File: config.mk
export PLATFORM = sky130hd
export DESIGN_NAME = instr_prefetch_unit
export DESIGN_NICKNAME = d
export VERILOG_FILES = /design/src/rtl/cpu_pkg.sv /design/src/rtl/pf_fifo.sv /design/src/rtl/instr_prefetch_unit.sv
export SDC_FILE = /design/constraint.sdc
export NUM_CORES = 1
export LEC_CHECK = 0
export CORE_ASPECT_RATIO = 0.75
export CORE_MARGIN = 3
export CORE_UTILIZATION = 55
export DETAILED_ROUTE_END_ITERATION = 8
export PLACE_DENSITY = 0.89
export RECOVER_POWER = 100
export SYNTH_ARGS = -nofsm -noshare
export SYNTH_HDL_FRONTEND = slang
export SYNTH_SLANG_ARGS = --single-unit
File: constraint.sdc
create_clock -name clk -period 2.9 [get_ports clk]
set_input_delay 0.435 -clock clk [delete_from_list [all_inputs] [get_ports clk]]
set_output_delay 0.435 -clock clk [all_outputs]
set_load 0.005 [all_outputs]
File: src/rtl/cpu_pkg.sv
// Shared CPU types: word/address widths, prefetch FSM states, FIFO entry layout.
// Latency: n/a (types and constants only).
// Backpressure: n/a.
package cpu_pkg;

    localparam int WORD_SIZE = 8;
    localparam int ADDR_W    = 8;

    typedef enum logic [1:0] {
        IDLE = 2'd0,
        REQ  = 2'd1,
        RESP = 2'd2
    } pf_state_t;

    // One buffered instruction/operand byte together with the address it came from.
    typedef struct packed {
        logic [ADDR_W-1:0]    addr;
        logic [WORD_SIZE-1:0] data;
    } fifo_entry_t;

endpackage

File: src/rtl/pf_fifo.sv
// Generic synchronous FIFO with clear, single pop and (optionally) double pop.
// Latency: a push is visible at the head the cycle after the push edge.
// Backpressure: none internally; the writer must never push into a full FIFO.
// Ports: clk/rst, clear_i (drops all entries, wins over push/pop), push_i/push_dat_i,
//        pop_i, count_o (occupancy), count_nxt_o (occupancy after this edge), head_o.
// Optional (macro PREFETCH_PEEK2_EN): pop2_i (consumes two entries), head2_o (head+1).
module pf_fifo #(
    parameter  int W     = 16,
    parameter  int DEPTH = 4,
    localparam int PW    = $clog2(DEPTH),
    localparam int CW    = PW + 1
) (
    input  logic          clk,
    input  logic          rst,
    input  logic          clear_i,
    input  logic          push_i,
    input  logic [W-1:0]  push_dat_i,
    input  logic          pop_i,
`ifdef PREFETCH_PEEK2_EN
    input  logic          pop2_i,
    output logic [W-1:0]  head2_o,
`endif
    output logic [CW-1:0] count_o,
    output logic [CW-1:0] count_nxt_o,
    output logic [W-1:0]  head_o
);

    logic [W-1:0]  mem_q [DEPTH];
    logic [PW-1:0] rd_ptr_q, rd_ptr_d;
    logic [PW-1:0] wr_ptr_q, wr_ptr_d;
    logic [CW-1:0] count_q, count_d;
    logic          do_pop1, do_pop2;

    // A double pop only happens with at least two entries; it takes precedence
    // over a single pop issued in the same cycle.
`ifdef PREFETCH_PEEK2_EN
    assign do_pop2 = pop2_i && (count_q >= CW'(2));
`else
    assign do_pop2 = 1'b0;
`endif
    assign do_pop1 = pop_i && !do_pop2 && (count_q != '0);

    always_comb begin
        rd_ptr_d = rd_ptr_q;
        wr_ptr_d = wr_ptr_q;
        count_d  = count_q;
        if (clear_i) begin
            rd_ptr_d = '0;
            wr_ptr_d = '0;
            count_d  = '0;
        end else begin
            if (push_i) begin
                wr_ptr_d = wr_ptr_q + PW'(1);
            end
            if (do_pop2) begin
                rd_ptr_d = rd_ptr_q + PW'(2);
            end else if (do_pop1) begin
                rd_ptr_d = rd_ptr_q + PW'(1);
            end
            count_d = count_q + CW'(push_i) - (do_pop2 ? CW'(2) : CW'(do_pop1));
        end
    end

    always_ff @(posedge clk) begin
        if (rst) begin
            rd_ptr_q <= '0;
            wr_ptr_q <= '0;
            count_q  <= '0;
            for (int i = 0; i < DEPTH; i++) begin
                mem_q[i] <= '0;
            end
        end else begin
            rd_ptr_q <= rd_ptr_d;
            wr_ptr_q <= wr_ptr_d;
            count_q  <= count_d;
            if (push_i && !clear_i) begin
                mem_q[wr_ptr_q] <= push_dat_i;
            end
        end
    end

    assign count_o     = count_q;
    assign count_nxt_o = count_d;
    assign head_o      = mem_q[rd_ptr_q];

`ifdef PREFETCH_PEEK2_EN
    logic [PW-1:0] rd_ptr_p1;
    assign rd_ptr_p1 = rd_ptr_q + PW'(1);
    assign head2_o   = mem_q[rd_ptr_p1];
`endif

endmodule

File: src/rtl/instr_prefetch_unit.sv
// Instruction prefetch: fetches sequential bytes from program RAM into a small FIFO.
// Latency: REQ->grant->RESP, byte visible at FIFO head the cycle after RESP (3 cycles from reset).
// Backpressure: stops requesting while the FIFO is full; consumer drains via pop.
// Ports: clk/rst (sync, active-high); ram_req/ram_addr/ram_gnt/ram_rdata to the RAM arbiter;
//        instr_valid/instr_data/instr_addr + pop to the controller; flush/flush_addr redirect;
//        fifo_count occupancy.
// Optional (macro PREFETCH_PEEK2_EN): instr_valid2/instr_data2/instr_addr2 (head+1), pop2.
module instr_prefetch_unit #(
    parameter  int                 WORD_SIZE = cpu_pkg::WORD_SIZE,
    parameter  int                 ADDR_W    = cpu_pkg::ADDR_W,
    parameter  int                 DEPTH     = 4,
    parameter  logic [ADDR_W-1:0]  RESET_PC  = 8'h00,
    localparam int                 CW        = $clog2(DEPTH) + 1
) (
    input  logic                 clk,
    input  logic                 rst,
    output logic                 ram_req,
    output logic [ADDR_W-1:0]    ram_addr,
    input  logic                 ram_gnt,
    input  logic [WORD_SIZE-1:0] ram_rdata,
    output logic                 instr_valid,
    output logic [WORD_SIZE-1:0] instr_data,
    output logic [ADDR_W-1:0]    instr_addr,
`ifdef PREFETCH_PEEK2_EN
    output logic                 instr_valid2,
    output logic [WORD_SIZE-1:0] instr_data2,
    output logic [ADDR_W-1:0]    instr_addr2,
    input  logic                 pop2,
`endif
    input  logic                 pop,
    input  logic                 flush,
    input  logic [ADDR_W-1:0]    flush_addr,
    output logic [CW-1:0]        fifo_count
);

    import cpu_pkg::*;

    pf_state_t         state_q, state_d;
    logic [ADDR_W-1:0] fetch_pc_q, fetch_pc_d;
    logic [ADDR_W-1:0] issued_q, issued_d;
    logic              drop_q, drop_d;
    logic              push;
    logic [CW-1:0]     count, count_nxt;
    fifo_entry_t       push_ent, head_ent;

    // fetch_pc only moves on a grant (which leaves REQ) or a flush, so the
    // address stays stable during a grant stall.
    assign ram_req  = (state_q == REQ);
    assign ram_addr = fetch_pc_q;

    // The response is pushed unless it belongs to a request overtaken by a flush.
    assign push     = (state_q == RESP) && !drop_q && !flush;
    assign push_ent = '{addr: issued_q, data: ram_rdata};

    always_comb begin
        state_d    = state_q;
        fetch_pc_d = fetch_pc_q;
        issued_d   = issued_q;
        drop_d     = drop_q;
        case (state_q)
            IDLE: begin
                if (count < CW'(DEPTH)) state_d = REQ;
            end
            REQ: begin
                if (ram_gnt) begin
                    fetch_pc_d = fetch_pc_q + ADDR_W'(1);
                    issued_d   = fetch_pc_q;
                    state_d    = RESP;
                end
            end
            RESP: begin
                drop_d  = 1'b0;
                state_d = (count_nxt < CW'(DEPTH)) ? REQ : IDLE;
            end
            default: state_d = IDLE;
        endcase

        // Redirect overrides everything. A grant taken on the flush edge still
        // returns data next cycle, so that response is marked for discard.
        if (flush) begin
            fetch_pc_d = flush_addr;
            if ((state_q == REQ) && ram_gnt) begin
                state_d = RESP;
                drop_d  = 1'b1;
            end else begin
                state_d = REQ;
                drop_d  = 1'b0;
            end
        end
    end

    always_ff @(posedge clk) begin
        if (rst) begin
            state_q    <= IDLE;
            fetch_pc_q <= RESET_PC;
            issued_q   <= '0;
            drop_q     <= 1'b0;
        end else begin
            state_q    <= state_d;
            fetch_pc_q <= fetch_pc_d;
            issued_q   <= issued_d;
            drop_q     <= drop_d;
        end
    end

`ifdef PREFETCH_PEEK2_EN
    fifo_entry_t head2_ent;
`endif

    pf_fifo #(
        .W     ($bits(fifo_entry_t)),
        .DEPTH (DEPTH)
    ) u_fifo (
        .clk         (clk),
        .rst         (rst),
        .clear_i     (flush),
        .push_i      (push),
        .push_dat_i  (push_ent),
        .pop_i       (pop),
`ifdef PREFETCH_PEEK2_EN
        .pop2_i      (pop2),
        .head2_o     (head2_ent),
`endif
        .count_o     (count),
        .count_nxt_o (count_nxt),
        .head_o      (head_ent)
    );

    assign instr_valid = (count != '0);
    assign instr_data  = head_ent.data;
    assign instr_addr  = head_ent.addr;
    assign fifo_count  = count;

`ifdef PREFETCH_PEEK2_EN
    assign instr_valid2 = (count >= CW'(2));
    assign instr_data2  = head2_ent.data;
    assign instr_addr2  = head2_ent.addr;
`endif

endmodule

==> flow_summary.yaml, run 1 <==
status:
  outcome: "finished, final reports clean"
logic_synthesis:
  ys_types: 47
  synth_top_flop_cell: "edfxtp_1"
  synth_cells: 304
  synthTopCellsByArea: "edfxtp_1 47%, dfxtp_1 14%, mux4_2 8.8%"
  ys_seq_elements: 92
  synth-xor-area-share: 0.0143
  syn_nets: 329
  synth_area_leader_cell: "edfxtp_1"
  avgSynthCellArea_um2: 13.5
  synth-edff-count: 64
  synth_top_cell_area_share: 0.468
  ys_seq_area_frac: 0.605
  yosysMostFrequentCell: "edfxtp_1"
  synth_top_family_by_area: "simple AND/OR/NAND/NOR gates"
  muxShareOfSynthArea: 0.0878
  synth_compound_area_frac: 0.0509
  synth-simple-area-share: 0.201
  synthAdderAreaFrac: 0.0140
  yosys_warnings: 0
  synthArstFlopShare: 0
  yosys-top-cells-count: "64 x edfxtp_1, 52 x and2_1, 28 x dfxtp_1"
  synth_area_mm2: 0.00410
cells_and_area:
  nets: 384
  area_delta_synth_final_pct: 17.8
  regArea_mm2: 0.00248
  fillers: 543
  layout-drive-gt1-share: 0.146
  multiInputGateArea_mm2: 0.00150
  antenna_cells: 0
  fin_util: 0.688
critical_path:
  cp-end-kind: "flip-flop"
  crit_type: "primary input to flip-flop"
  path_max_fanout: 16
  max_stage_delay_ps: 610
  path_buf_inv: 3
  crit_chain: "dlygate4sd3_1, clkbuf_1, or2_0, nor4b_1, clkbuf_1, and2_2"
  slowest_stage: "dlygate4sd3_1"
  path_delay_family: "buffers and inverters"
  cp.arrival_ps: 2860
  worstPathRequired_ps: 3120
  crit_top_cell: "clkbuf_1"
  cp-start-kind: "primary input"
timing:
  period_share: 0.911
  report.final.slew_viol_count: 0
  tightest_slew_ps: 1030
  rsz0062_at_grt: "no"
  setup_tns_ps: 0
  timing.fmax_mhz: 379
  relSlewSlack: 0.313
  clock_skew_ps: 7.87
  setup_viol: 0
  hold_viol: 0
  post-route-min-period_ps: 2640
global_route:
  grt_pass1_vias: 2607
  antenna_found_initial: 0
  grt_max_degree: 28
  grt_first_pass_wirelength_um: 12900
  overflow: 0
  grt_usage: 0.199
placement:
  io_buffers: 49
  hpwlAfterDp_um: 5040
  gp_congestion: 0.799
floorplan:
  boundaryPins: 50
  core_mm2: 0.00703
  die_h_um: 80.8
  design.die.area_mm2: 0.00854
  die_w_um: 106
  start_util: 0.584
  num_rows: 26
power:
  pwr-share-clk: 0.295
  p_int_mw: 1.85
  seq_power_share: 0.625
  power.switching_mw: 0.535
  p_per_area_mw_per_mm2: 492
  p_sw_frac: 0.225
  vdd_drop_max_mv: 0.212
  power.leakage_nw: 1.72
  pwr-share-comb: 0.081
routing:
  drt_iter0_markers: 132
  dr.pass1.iters: 4
  postRouteAntennaNets: 0
  wirelength_um: 7600
  remaining_drc_errors: 0
  num_vias: 2499
  wl_per_cell_um: 16.5
  vias_per_cell: 5.41
clock_tree:
  cts_tree: "yes"
  cts_setup_buffers: 0
  cts_sinks: 92
  clk_pin_slew_ps: 80
  cts_made_buffers: 9
  hold_buffers: 0
  clk_path_buf_depth: 2
  cts-resized-gates: 0
  clock_latency_ps: 350
  clock-root-buffer: "clkbuf_8"
  htree_levels: 3
run:
  maxCapViolations: 0
hold_path:
  hp-class: "flip-flop to flip-flop"
==> cells by family after synthesis <==
family,after synthesis
simple gates,132
flops,92
compound gates,31
buf+inv,24
mux,16
xor+xnor,5
fa+ha+maj,4
==> power by group through the flow <==
stage	registers, mW	logic [mW]	clock network [mW]
detailed placement	1.52	0.206	0
global route	1.49	0.212	0.784
CTS	1.49	0.208	0.723
finish	1.49	0.192	0.702
global placement	1.51	0.202	0
floorplan	1.50	0.101	0
==> layer usage <==
| layer | vias up | wire length (um) | GRT usage |
|---|---|---|---|
| li1 | 1218 | - | - |
| met1 | 1211 | 3270 | 0.253 |
| met2 | 64 | 3880 | 0.343 |
| met3 | 6 | 408 | 0.0643 |
| met4 | 0 | 49 | 0.0401 |
| met5 | - | 0 | 0 |
==> worst register-to-register path, delay by kind of cell (launching register included) <==
kind / cells / cell delay (ps)
AO/OA/AOI/OAI: 1 / 330
XOR/XNOR: 1 / 370
AND/OR/NAND/NOR: 2 / 510
flip-flops: 1 / 360
adder cells (fa/ha/maj): 3 / 830
buffers and inverters: 1 / 30
==> final timing paths <==
| path | start | to | slack (ps) | cells past startpoint |
|---|---|---|---|---|
| hold / removal | issued_q[3] | issued_q[3] | 500 | 2 |
| setup / recovery | flush | u_fifo.mem_q[2][1] | 260 | 6 |
| hold reg to reg | issued_q[3] | issued_q[3] | 500 | 2 |
| setup reg to reg | u_fifo.count_o[1] | state_q[0] | 360 | 8 |
==> area by class of cell <==
class	count	area share
timing repair buffer	61	0.114
sequential	92	0.513
multi-input combinational	188	0.309
inverter	7	0.00543
tap	98	0.0254
clock buffer	9	0.0256
clock inverter	7	0.00699
==> layout by cell type, fill, tap and decap left out, types with 2 or more instances in the layout <==
| cell | n |
|---|---|
| o21bai_1 | 2 |
| inv_1 | 7 |
| clkbuf_8 | 9 |
| nand4_1 | 2 |
| dlygate4sd3_1 | 29 |
| a31oi_1 | 2 |
| clkbuf_1 | 8 |
| dfxtp_1 | 28 |
| nor4b_1 | 2 |
| nand3_1 | 5 |
| edfxtp_1 | 64 |
| clkinv_1 | 3 |
| nand2_1 | 19 |
| xnor2_1 | 3 |
| or4_1 | 2 |
| a21oi_1 | 9 |
| and2_0 | 35 |
| or3_1 | 7 |
| clkdlybuf4s50_1 | 20 |
| o21ai_0 | 4 |
| clkinvlp_2 | 2 |
| nor2_1 | 16 |
| a21o_1 | 2 |
| and2_2 | 15 |
| buf_4 | 4 |
| ha_1 | 3 |
| and2_1 | 17 |
| a311oi_1 | 5 |
| mux4_2 | 16 |
==> state kept, by name (all words and copies together), names as in the netlist, named ones only <==
signal,count
state_q,2
u_fifo.rd_ptr_q,2
u_fifo.wr_ptr_q,2
u_fifo.count_o,3
u_fifo.mem_q,64
issued_q,8
ram_addr,8
drop_q,1
==> stage by stage <==
stage	cell area, um2	setup WS [ps]	hold WS (ps)	std cells	total power [mW]
2_1_floorplan	4100	419	457	304	1.61
3_3_place_gp	4720	71.9	471	446	1.71
3_5_place_dp	4720	52.0	485	446	1.72
4_1_cts	4880	345	496	462	2.42
5_1_grt	4830	137	529	462	2.49
6_report	4830	258	497	462	2.38
Note: power is estimated with default switching activity, not from simulation.
==> inputs of run 2 (changes only) <==
--- a/config.mk
+++ b/config.mk
@@ -9,7 +9,7 @@
 export CORE_MARGIN = 3
 export CORE_UTILIZATION = 55
 export DETAILED_ROUTE_END_ITERATION = 8
-export PLACE_DENSITY = 0.89
+export PLACE_DENSITY = 0.77
 export RECOVER_POWER = 100
 export SYNTH_ARGS = -nofsm -noshare
 export SYNTH_HDL_FRONTEND = slang
==> run 2 against run 1 <==
Effect of this change:
- register-to-register slack barely moved
- global-route usage shrank 0.29 points
- combinational power barely moved
- critical path type unchanged
- largest cell class unchanged
==> flow_summary.yaml, run 2 (synthesized netlist as in run 1, its figures left out) <==
status:
  outcome: "finished, final reports clean"
routing:
  wl_per_cell_um: 16.4
  dr.pass1.iters: 4
  remaining_drc_errors: 0
  vias_per_cell: 5.50
  wirelength_um: 7560
  postRouteAntennaNets: 0
  num_vias: 2534
  drt_iter0_markers: 98
run:
  maxCapViolations: 0
timing:
  setup_tns_ps: 0
  period_share: 0.915
  timing.fmax_mhz: 377
  report.final.slew_viol_count: 0
  setup_slack_ps: 246
  rsz0062_at_grt: "no"
  tightest_slew_ps: 1060
  clock_skew_ps: 10.3
  post-route-min-period_ps: 2650
  hold_slack_ps: 489
  relSlewSlack: 0.291
  setup_viol: 0
  hold_viol: 0
cells_and_area:
  multiInputGateArea_mm2: 0.00151
  area_delta_synth_final_pct: 18.1
  fin_util: 0.689
  largest_reg_flops: 64
  fillers: 529
  top_register: "u_fifo.mem_q"
  nets: 384
  layout-drive-gt1-share: 0.140
  layout_commonest_cell: "edfxtp_1"
  antenna_cells: 0
  final_cell_mix: "64 x edfxtp_1, 29 x dlygate4sd3_1, 28 x dfxtp_1, 26 x and2_1, 26 x and2_0"
  regArea_mm2: 0.00248
critical_path:
  path_max_fanout: 16
  slowest_stage: "or2_1"
  path_buf_inv: 2
  crit_chain: "dlygate4sd3_1, clkbuf_1, or2_0, nor4b_4, or2_1"
  cp-start-kind: "primary input"
  worstPathRequired_ps: 2870
  crit_type: "primary input to flip-flop"
  cp-end-kind: "flip-flop"
  cp.arrival_ps: 2630
  max_stage_delay_ps: 660
  path_delay_family: "simple AND/OR/NAND/NOR gates"
global_route:
  busiest_layer: "met2"
  grt_util_met2: 0.340
  grt_first_pass_wirelength_um: 12700
  use_met3: 0.0516
  grt_pass1_vias: 2527
  grt_max_degree: 28
  grt_usage: 0.196
  overflow: 0
  grt_use_met1: 0.245
  antenna_found_initial: 0
floorplan:
  start_util: 0.584
  die_h_um: 80.8
  die_w_um: 106
  num_rows: 26
  core_mm2: 0.00703
  boundaryPins: 50
  design.die.area_mm2: 0.00854
clock_tree:
  cts_sinks: 92
  hold_buffers: 0
  cts_made_buffers: 9
  cts-resized-gates: 0
  clock_latency_ps: 350
  htree_levels: 3
  cts_tree: "yes"
  clk_path_buf_depth: 2
  clk_pin_slew_ps: 80
  clock-root-buffer: "clkbuf_8"
  cts_setup_buffers: 0
hold_path:
  hp-class: "flip-flop to flip-flop"
placement:
  hpwlAfterDp_um: 4890
  io_buffers: 49
  dpl_worst_slack_ps: 26.1
  gp_congestion: 0.834
power:
  finalPower_mw: 2.38
  power.leakage_nw: 1.73
  p_per_area_mw_per_mm2: 492
  vdd_drop_max_mv: 0.226
run 2: worst paths after layout:
path | end | depth (start not counted) | slack [ps] | from
setup / recovery | u_fifo.mem_q[2][12] | 5 | 250 | flush
hold / removal | issued_q[4] | 2 | 490 | issued_q[4]
hold reg to reg | issued_q[4] | 2 | 490 | issued_q[4]
setup reg to reg | state_q[0] | 8 | 350 | u_fifo.count_o[1]
run 2: routing by layer:
layer | share of wire | wire (um)
met1 | 0.45 | 3400
met2 | 0.49 | 3730
met3 | 0.045 | 343
met4 | 0.012 | 93
met5 | 0 | 0
run 2: area by class of cell:
class,count,area share
clock buffer,13,0.0287
tap,98,0.0253
inverter,7,0.00542
multi-input combinational,188,0.312
clock inverter,2,0.00258
timing repair buffer,61,0.114
sequential,92,0.513
run 2: report_power, final:
group | switching, mW | internal [mW]
logic | 0.0926 | 0.0992
clock network | 0.397 | 0.307
registers | 0.0358 | 1.45
run 2: stage by stage:
stage	instance area, um2	cells
3_5_place_dp	4720	446
5_1_grt	4840	461
4_1_cts	4870	461
6_report	4840	461
3_3_place_gp	4720	446
2_1_floorplan	4100	304
run 2: tightest hold or removal path, stage by stage (launching register included):
cell     delay [ps]
dfxtp_1         340
nand2_1          60
a21oi_1          50
==> inputs of run 3 (changes only) <==
--- a/config.mk
+++ b/config.mk
@@ -7,10 +7,12 @@
 export LEC_CHECK = 0
 export CORE_ASPECT_RATIO = 0.75
 export CORE_MARGIN = 3
-export CORE_UTILIZATION = 55
+export CORE_UTILIZATION = 50
 export DETAILED_ROUTE_END_ITERATION = 8
-export PLACE_DENSITY = 0.77
+export PLACE_DENSITY = 0.73
 export RECOVER_POWER = 100
+export SKIP_LAST_GASP = 1
 export SYNTH_ARGS = -nofsm -noshare
 export SYNTH_HDL_FRONTEND = slang
+export SYNTH_HIERARCHICAL = 1
 export SYNTH_SLANG_ARGS = --single-unit
==> constraint.sdc (replaced) <==
create_clock -name clk -period 2.3 [get_ports clk]
set_input_delay 0.345 -clock clk [delete_from_list [all_inputs] [get_ports clk]]
set_output_delay 0.345 -clock clk [all_outputs]
set_load 0.005 [all_outputs]
==> run 3 against run 2 <==
Effect of this change:
- synthesized area increased by 2.7%
- clock skew shrank 1.3 ps
- register-to-register slack got worse by 260 ps
- via count up 11%
- sequential cell count is the same
- sequential share of layout area is 2.5 points lower
- first-iteration DRC count is 30% higher
- cell area up 5.3%
- critical path depth decreased by 2
- core utilization fell by 5.6 points
- count of clock-buffer cells in the layout down 4
- critical path type is now flip-flop to primary output
- largest power group unchanged
- highest routed layer unchanged
==> flow_summary.yaml, run 3 <==
status:
  outcome: "finished, final reports clean"
timing:
  setup_slack_ps: 76.2
  period_share: 0.967
  report.final.slew_viol_count: 0
  clock_skew_ps: 8.95
  hold_viol: 0
  setup_viol: 0
  post-route-min-period_ps: 2220
  relSlewSlack: 0.600
  tightest_slew_ps: 600
  timing.fmax_mhz: 450
  rsz0062_at_grt: "no"
cells_and_area:
  layout-drive-gt1-share: 0.187
  top_register: "u_fifo/mem_q"
  postLayoutCellArea_mm2: 0.00510
  fin_cells: 495
  area_delta_synth_final_pct: 21.0
  multiInputGateArea_mm2: 0.00141
  nets: 411
  layout_commonest_cell: "edfxtp_1"
  fin_util: 0.633
  final_cell_mix: "64 x edfxtp_1, 45 x nor3_1, 33 x clkdlybuf4s50_1, 27 x dfxtp_1"
  largest_reg_flops: 64
  regArea_mm2: 0.00249
  fillers: 662
  antenna_cells: 0
routing:
  num_vias: 2812
  drt_iter0_markers: 127
  postRouteAntennaNets: 0
  vias_per_cell: 5.68
  dr.pass1.iters: 4
  wirelength_um: 9250
  wl_per_cell_um: 18.7
  remaining_drc_errors: 0
power:
  power.leakage_nw: 1.84
  vdd_drop_max_mv: 0.427
  finalPower_mw: 3.54
  p_per_area_mw_per_mm2: 694
floorplan:
  design.die.area_mm2: 0.00958
  boundaryPins: 50
  start_util: 0.523
  core_mm2: 0.00806
  die_h_um: 85.5
  die_w_um: 112
  num_rows: 28
critical_path:
  cp-start-kind: "flip-flop"
  crit_type: "flip-flop to primary output"
  slowest_stage: "mux4_2"
  cp.arrival_ps: 1880
  cp-end-kind: "primary output"
  crit_chain: "buf_12, mux4_2, clkdlybuf4s50_1"
  path_max_fanout: 8
  worstPathRequired_ps: 1960
  max_stage_delay_ps: 540
  reg2regPathDepth: 10
global_route:
  grt_first_pass_wirelength_um: 15000
  grt_max_degree: 30
  grt_pass1_vias: 2975
  grt_usage: 0.202
  antenna_found_initial: 0
  overflow: 0
logic_synthesis:
  synth_cells: 322
  yosys_warnings: 6
  syn_nets: 347
  avgSynthCellArea_um2: 13.1
  synth_area_mm2: 0.00422
placement:
  io_buffers: 49
  hpwlAfterDp_um: 5830
  dpl.cell_count: 478
  gp_congestion: 0.797
  dpl_worst_slack_ps: -307
  place_area_mm2: 0.00496
clock_tree:
  clk_path_buf_depth: 2
  cts_made_buffers: 9
  clk_pin_slew_ps: 60
  cts_tree: "yes"
  htree_levels: 3
  clock-root-buffer: "clkbuf_16"
  cts_sinks: 92
  clock_latency_ps: 340
hold_path:
  holdPathStages: 3
  hp-class: "primary input to flip-flop"
run:
  maxCapViolations: 0
[run 3: cell types whose count changed in the layout (fill, tap and decap cells not counted), sizes merged, moves of 3 or more]
cell           before  now
and2               67    1
nor3                1   52
and3                0   16
dlygate4sd3        29   15
inv                 7   21
clkdlybuf4s50      20   33
buf                 4   16
clkinv              1    4
mux2                0    3
nor4b               3    0
or3                 7    4
[run 3: per-layer routing]
| layer | GRT usage | wire, um | up-vias |
|---|---|---|---|
| met4 | 0.0611 | 85 | 0 |
| li1 | - | - | 1328 |
| met5 | 0 | 0 | - |
| met3 | 0.0522 | 579 | 8 |
| met2 | 0.341 | 4580 | 90 |
| met1 | 0.261 | 4010 | 1386 |
[run 3: path summary, 6_finish.rpt]
kind	from	to	slack, ps
min reg2reg	issued_q[4]	issued_q[4]	470
max	flip-flop	instr_addr[5]	80
max reg2reg	u_fifo/count_o[1]	state_q[0]	90
min	pop	u_fifo/rd_ptr_q[1]	460
[run 3: power by group]
part           leakage [nW]  internal, mW  total (mW)  switching (mW)
Clock                 0.138         0.836        1.43           0.597
Combinational         0.816         0.126       0.253           0.127
Sequential            0.890          1.82        1.86          0.0342
Total                  1.84          2.78        3.54           0.758
[run 3: worst max-delay path: cells and delay by family (launching register included)]
kind | cells | cell delay, ps
buffers and inverters | 2 | 620
muxes | 1 | 540
DFF | 1 | 380
[run 3: what timing repair did]
action | in CTS | in global routing
setup buffers | 0 | 1
setup endpoints to repair | 0 | 5
hold buffers | 0 | 0
resized for setup | 0 | 5
[run 3: final cells by class]
class                      instances  share of cell area
sequential                        92               0.487
multi-input combinational        184               0.277
timing repair buffer              77               0.136
clock buffer                       9              0.0442
tap                              105              0.0258
inverter                          22              0.0162
clock inverter                     6              0.0128
[run 3: through the flow]
stage,hold WS (ps),setup TNS (ps)
floorplan,445,-3040
global placement,460,-390
detailed placement,461,-350
CTS,470,0
global route,481,0
finish,462,0
